==> src/rtl/vm_input_pkg.sv <==
// Package: vm_input_pkg
// Shared types and constants for the vending-machine input conditioner.
//   state_t      per-channel debounce states
//   CH_*         channel index map: coin (m), accept (a), Moore reset (btnC),
//                Mealy reset (btnD)
package vm_input_pkg;

  typedef enum logic [1:0] {
    STABLE_LO = 2'd0,
    WAIT_HI   = 2'd1,
    STABLE_HI = 2'd2,
    WAIT_LO   = 2'd3
  } state_t;

  localparam int CH_COIN      = 0;
  localparam int CH_ACCEPT    = 1;
  localparam int CH_RST_MOORE = 2;
  localparam int CH_RST_MEALY = 3;

endpackage

==> src/rtl/vm_debounce_ch.sv <==
// Module: vm_debounce_ch
// One conditioned channel: a 2-flop synchronizer feeding a four-state debounce
// FSM with a stability counter.
// Ports:
//   clk    in   system clock
//   rst_n  in   asynchronous active-low reset
//   ena    in   0 freezes FSM/counter/level and suppresses pulses
//   raw    in   raw asynchronous input, active-high
//   level  out  debounced level (registered)
//   pulse  out  one-cycle pulse on each accepted press (registered)
module vm_debounce_ch
  import vm_input_pkg::*;
#(
  parameter int DEBOUNCE_CYCLES = 1000
) (
  input  logic clk,
  input  logic rst_n,
  input  logic ena,
  input  logic raw,
  output logic level,
  output logic pulse
);

  localparam int CW = $clog2(DEBOUNCE_CYCLES + 1);
  localparam logic [CW-1:0] CNT_LAST = CW'(DEBOUNCE_CYCLES - 1);

  logic [1:0]    sync_reg;
  state_t        state_reg;
  logic [CW-1:0] cnt_reg;
  logic          level_reg;
  logic          pulse_reg;
  logic          s;

  assign s     = sync_reg[1];
  assign level = level_reg;
  assign pulse = pulse_reg;

  always_ff @(posedge clk or negedge rst_n) begin
    if (!rst_n) begin
      sync_reg  <= 2'b00;
      state_reg <= STABLE_LO;
      cnt_reg   <= '0;
      level_reg <= 1'b0;
      pulse_reg <= 1'b0;
    end else begin
      // The synchronizer keeps sampling even while the FSM is frozen.
      sync_reg  <= {sync_reg[0], raw};
      pulse_reg <= 1'b0;
      if (ena) begin
        case (state_reg)
          STABLE_LO: begin
            if (s) begin
              state_reg <= WAIT_HI;
              cnt_reg   <= '0;
            end
          end
          WAIT_HI: begin
            if (!s) begin
              state_reg <= STABLE_LO;
              cnt_reg   <= '0;
            end else if (cnt_reg == CNT_LAST) begin
              state_reg <= STABLE_HI;
              cnt_reg   <= '0;
              level_reg <= 1'b1;
              pulse_reg <= 1'b1;
            end else begin
              cnt_reg <= cnt_reg + CW'(1);
            end
          end
          STABLE_HI: begin
            if (!s) begin
              state_reg <= WAIT_LO;
              cnt_reg   <= '0;
            end
          end
          WAIT_LO: begin
            if (s) begin
              state_reg <= STABLE_HI;
              cnt_reg   <= '0;
            end else if (cnt_reg == CNT_LAST) begin
              // Release: level drops, no pulse.
              state_reg <= STABLE_LO;
              cnt_reg   <= '0;
              level_reg <= 1'b0;
            end else begin
              cnt_reg <= cnt_reg + CW'(1);
            end
          end
          default: begin
            state_reg <= STABLE_LO;
            cnt_reg   <= '0;
          end
        endcase
      end
    end
  end

endmodule

==> src/rtl/vm_input_conditioner.sv <==
// Module: vm_input_conditioner
// Front-end for the vending-machine FSM: debounces N_IN raw inputs and emits
// clean levels plus single-cycle press pulses (channel map in vm_input_pkg).
// Optional feature macro: VM_COIN_LOCKOUT_EN -- when defined, a passed coin
// pulse starts a LOCKOUT_CYCLES hold-off during which further coin pulses are
// dropped; btn_level is never affected.
// Ports:
//   clk        in   system clock
//   rst_n      in   asynchronous active-low reset
//   ena        in   tile enable; 0 freezes debounce state, no pulses
//   btn_raw    in   [N_IN] raw asynchronous inputs, active-high
//   btn_level  out  [N_IN] debounced levels
//   btn_pulse  out  [N_IN] one-cycle pulses on accepted presses
module vm_input_conditioner
  import vm_input_pkg::*;
#(
  parameter int N_IN            = 4,
  parameter int DEBOUNCE_CYCLES = 1000,
  parameter int LOCKOUT_CYCLES  = 16
) (
  input  logic            clk,
  input  logic            rst_n,
  input  logic            ena,
  input  logic [N_IN-1:0] btn_raw,
  output logic [N_IN-1:0] btn_level,
  output logic [N_IN-1:0] btn_pulse
);

  logic [N_IN-1:0] ch_pulse;

  generate
    if (DEBOUNCE_CYCLES < 1 || LOCKOUT_CYCLES < 1) begin : g_param_check
      $error("vm_input_conditioner: DEBOUNCE_CYCLES and LOCKOUT_CYCLES must be >= 1");
    end

    for (genvar gi = 0; gi < N_IN; gi++) begin : g_ch
      vm_debounce_ch #(
        .DEBOUNCE_CYCLES(DEBOUNCE_CYCLES)
      ) u_ch (
        .clk  (clk),
        .rst_n(rst_n),
        .ena  (ena),
        .raw  (btn_raw[gi]),
        .level(btn_level[gi]),
        .pulse(ch_pulse[gi])
      );
    end
  endgenerate

`ifdef VM_COIN_LOCKOUT_EN
  localparam int LW = $clog2(LOCKOUT_CYCLES + 1);

  logic [LW-1:0] lock_reg;
  logic          coin_ok;

  assign coin_ok = (lock_reg == '0);

  // Only a pulse that actually reaches the output restarts the hold-off;
  // dropped pulses are discarded and do not extend it.
  always_ff @(posedge clk or negedge rst_n) begin
    if (!rst_n) begin
      lock_reg <= '0;
    end else if (ch_pulse[CH_COIN] && coin_ok) begin
      lock_reg <= LW'(LOCKOUT_CYCLES);
    end else if (ena && !coin_ok) begin
      lock_reg <= lock_reg - LW'(1);
    end
  end

  always_comb begin
    btn_pulse          = ch_pulse;
    btn_pulse[CH_COIN] = ch_pulse[CH_COIN] & coin_ok;
  end
`else
  assign btn_pulse = ch_pulse;
`endif

endmodule

==> config.mk <==
export PLATFORM = sky130hd
export DESIGN_NAME = vm_input_conditioner
export DESIGN_NICKNAME = d
export VERILOG_FILES = /design/src/rtl/vm_input_pkg.sv /design/src/rtl/vm_debounce_ch.sv /design/src/rtl/vm_input_conditioner.sv
export SDC_FILE = /design/constraint.sdc
export NUM_CORES = 1
export LEC_CHECK = 0
export ABC_AREA = 1
export CORE_MARGIN = 2
export CORE_UTILIZATION = 24
export CTS_BUF_LIST = sky130_fd_sc_hd__clkbuf_8 sky130_fd_sc_hd__clkbuf_16
export CTS_CLUSTER_DIAMETER = 80
export DETAILED_ROUTE_END_ITERATION = 8
export GPL_ROUTABILITY_DRIVEN = 0
export GPL_TIMING_DRIVEN = 1
export SYNTH_ARGS = -nofsm -noshare
export SYNTH_HDL_FRONTEND = slang
export SYNTH_SLANG_ARGS = --single-unit
export TNS_END_PERCENT = 50
==> constraint.sdc <==
create_clock -name clk -period 1.9 [get_ports clk]
set_input_delay 0.57 -clock clk [delete_from_list [all_inputs] [get_ports clk]]
set_output_delay 0.57 -clock clk [all_outputs]
set_load 0.02 [all_outputs]
==> results.ini <==
[detailed_routing]
wl_per_cell_um=10.60
drcViolationCount=0
dr.pass1.iters=4
drt_iter0_markers=178
wl_mm=6.783
viasPerCell=4.313
antenna_left=0
num_vias=2760

[synth]
syn_inst=428
yosysMostFrequentCell=nand2_1
synth_top_area_share=0.4767
ys_types=30
synth_flop_cell=dfrtp_1
synth_top_family_by_area=simple AND/OR/NAND/NOR gates
syn_avg_cell_area_um2=7.849
yosys.area_share.xor_xnor=0.01564
synth-edff-count=0
async_flop_share=1.000
yosys.area.top_type=dfrtp_1
synthMuxAreaShare=0
synth_nets=439
netlist_top_cells_area=dfrtp_1 48%, nand2_1 12%, inv_1 6.1%
synth-simple-area-share=0.2983
ys_seq_area_frac=0.4767
synth_area_um2=3359
yosys-top-cells-count=107 x nand2_1, 64 x dfrtp_1, 55 x inv_1
synth_fa_ha_area_frac=0.01490
synth_compound_area_frac=0.1017
synth-seq-cells=64
yosysWarningCount=0

[final_layout]
regArea_um2=1602
drive_above_1_share=0.1348
area_growth_pct=20.67
largest_register_ffs=40
nNetsFinal=467
fillerInstances=1466
diodes=0
multi_input_area_um2=1446

[worst_setup_path]
end_kind=primary output
crit_path_max_fanout=2
start_kind=flop
arrival_ns=1.28
path_cells=clkdlybuf4s50_1
r2r_cells=7
path_class=flop to primary output
cpMaxStageDelayCell=clkdlybuf4s50_1
cp_num_buf_inv=1
cp.required_ns=1.33
max_stage_delay_ns=0.61
cp.depth=1
crit_family=buffers and inverters

[global_route]
grt_max_degree=65
overflow=0
grt_pass1_wl_mm=11.81
antenna_found_initial=0
grt_pass1_vias=2667
grt_usage=0.09691

[placement]
dp.final_hpwl_mm=4.909
io_buffers=14

[floorplanning]
fp-row-count=43
start_util=0.2439
die_height_um=122.3
die-area_um2=14960
io_pins=15
coreArea_um2=13770
die_x_um=122.3

[sta]
finalHoldViolCount=0
timing.final.crit_period_ns=1.849
drv_slew=0
post-route-period-util=0.9733
rsz0062_at_grt=false
worst_pin_slew_ns=0.3735
setup_viol=0
max_slew_margin=0.7493
hold_ws_ns=0.2432
fmax_mhz=540.8
finalClockSkew_ns=0.005447

[clock_tree]
clk_latency_ns=0.32
htree_levels=3
cts.path.max_buffers=2
cts_buffers=9
clk_pin_slew_worst_paths_ns=0.06
cts_root_buf=clkbuf_16
cts_sinks=64
cts_tree=built
cts_hold_buf=0

[pwr]
power.density_nw_per_um2=1092
p_sw_frac=0.3142
combPwrFrac=0.229
seqPwrFrac=0.389
power.total_mw=4.426
p_sw_mw=1.391
intPower_mw=3.036
p_clk_frac=0.382
p_leak_nw=1.874
vdd_drop_max_uv=388.3

[flow_run]
drv_cap=0

[outcome]
status=finished clean

[min_path]
hold_path.class=input port to asynchronous set/reset pin

## kinds of logic after synthesis
kind of cell / after synthesis
AND/OR/NAND/NOR: 220
buffers and inverters: 71
flip-flops: 64
AO/OA/AOI/OAI: 63
XOR/XNOR: 6
adder cells (fa/ha/maj): 4
## through the flow
step	util	std cells	TNS (ns)	setup slack, ns	cell area (um^2)
global route	0.2943	640	0	0.001709	4054
global placement	0.2721	625	-0.8053	-0.06556	3747
CTS	0.2943	640	0	0.02319	4054
finish	0.2943	640	0	0.05075	4054
floorplan	-	428	0	0.5759	3359
detailed placement	0.2721	625	-1.305	-0.1100	3747
## final timing paths
path | start | end | slack [ns]
hold / removal | rst_n | g_ch[2].u_ch.cnt_reg[5] | 0.24
min in group clk | g_ch[2].u_ch.sync_reg[0] | g_ch[2].u_ch.sync_reg[1] | 0.34
setup reg to reg | g_ch[3].u_ch.cnt_reg[0] | g_ch[3].u_ch.cnt_reg[6] | 0.32
hold reg to reg | g_ch[2].u_ch.sync_reg[0] | g_ch[2].u_ch.sync_reg[1] | 0.34
setup / recovery | g_ch[2].u_ch.level | btn_level[2] | 0.05
max in group asynchronous | rst_n | g_ch[0].u_ch.cnt_reg[1] | 1.37
## repair_timing
| action | in CTS | in global routing |
|---|---|---|
| gates resized for setup | 1 | 0 |
| buffers inserted | 0 | 0 |
| endpoints found under the setup margin | 1 | 0 |
## layout by cell type (no fill, tap or decap), drive strengths merged, types with 2 or more instances in the layout
cell             n
nor2            53
inv             62
nand2          119
o21ai           40
o21a             2
dfrtp           64
a22oi            2
a21oi            9
clkbuf          12
nand4            4
o22ai            5
nor3            10
a31oi            2
xor2             6
ha               4
clkdlybuf4s50   12
buf             14
nand3           32
## power by group through the flow
stage	clock, mW	sequential [mW]	combinational (mW)
after floorplan	0	1.70	0.722
after global placement	0	1.73	0.994
after detailed placement	0	1.74	1.02
after CTS	1.73	1.72	1.02
after global routing	1.78	1.75	1.17
final	1.69	1.72	1.01
## cell type report
type | instances | area share
Clock inverter | 3 | 0.01019
Sequential cell | 64 | 0.3951
Tap cell | 180 | 0.05556
Inverter | 61 | 0.05648
Timing Repair Buffer | 27 | 0.06019
Multi-Input combinational cell | 293 | 0.3568
Clock buffer | 12 | 0.06574
## layer usage
metal / part of all wire / GRT usage / routed length, um
met4: 0.011 / 0.02586 / 73
met3: 0.043 / 0.03206 / 295
met1: 0.48 / 0.1238 / 3244
met5: 0 / 0 / 0
met2: 0.47 / 0.1573 / 3169
Note: power is estimated with default switching activity, not from simulation.
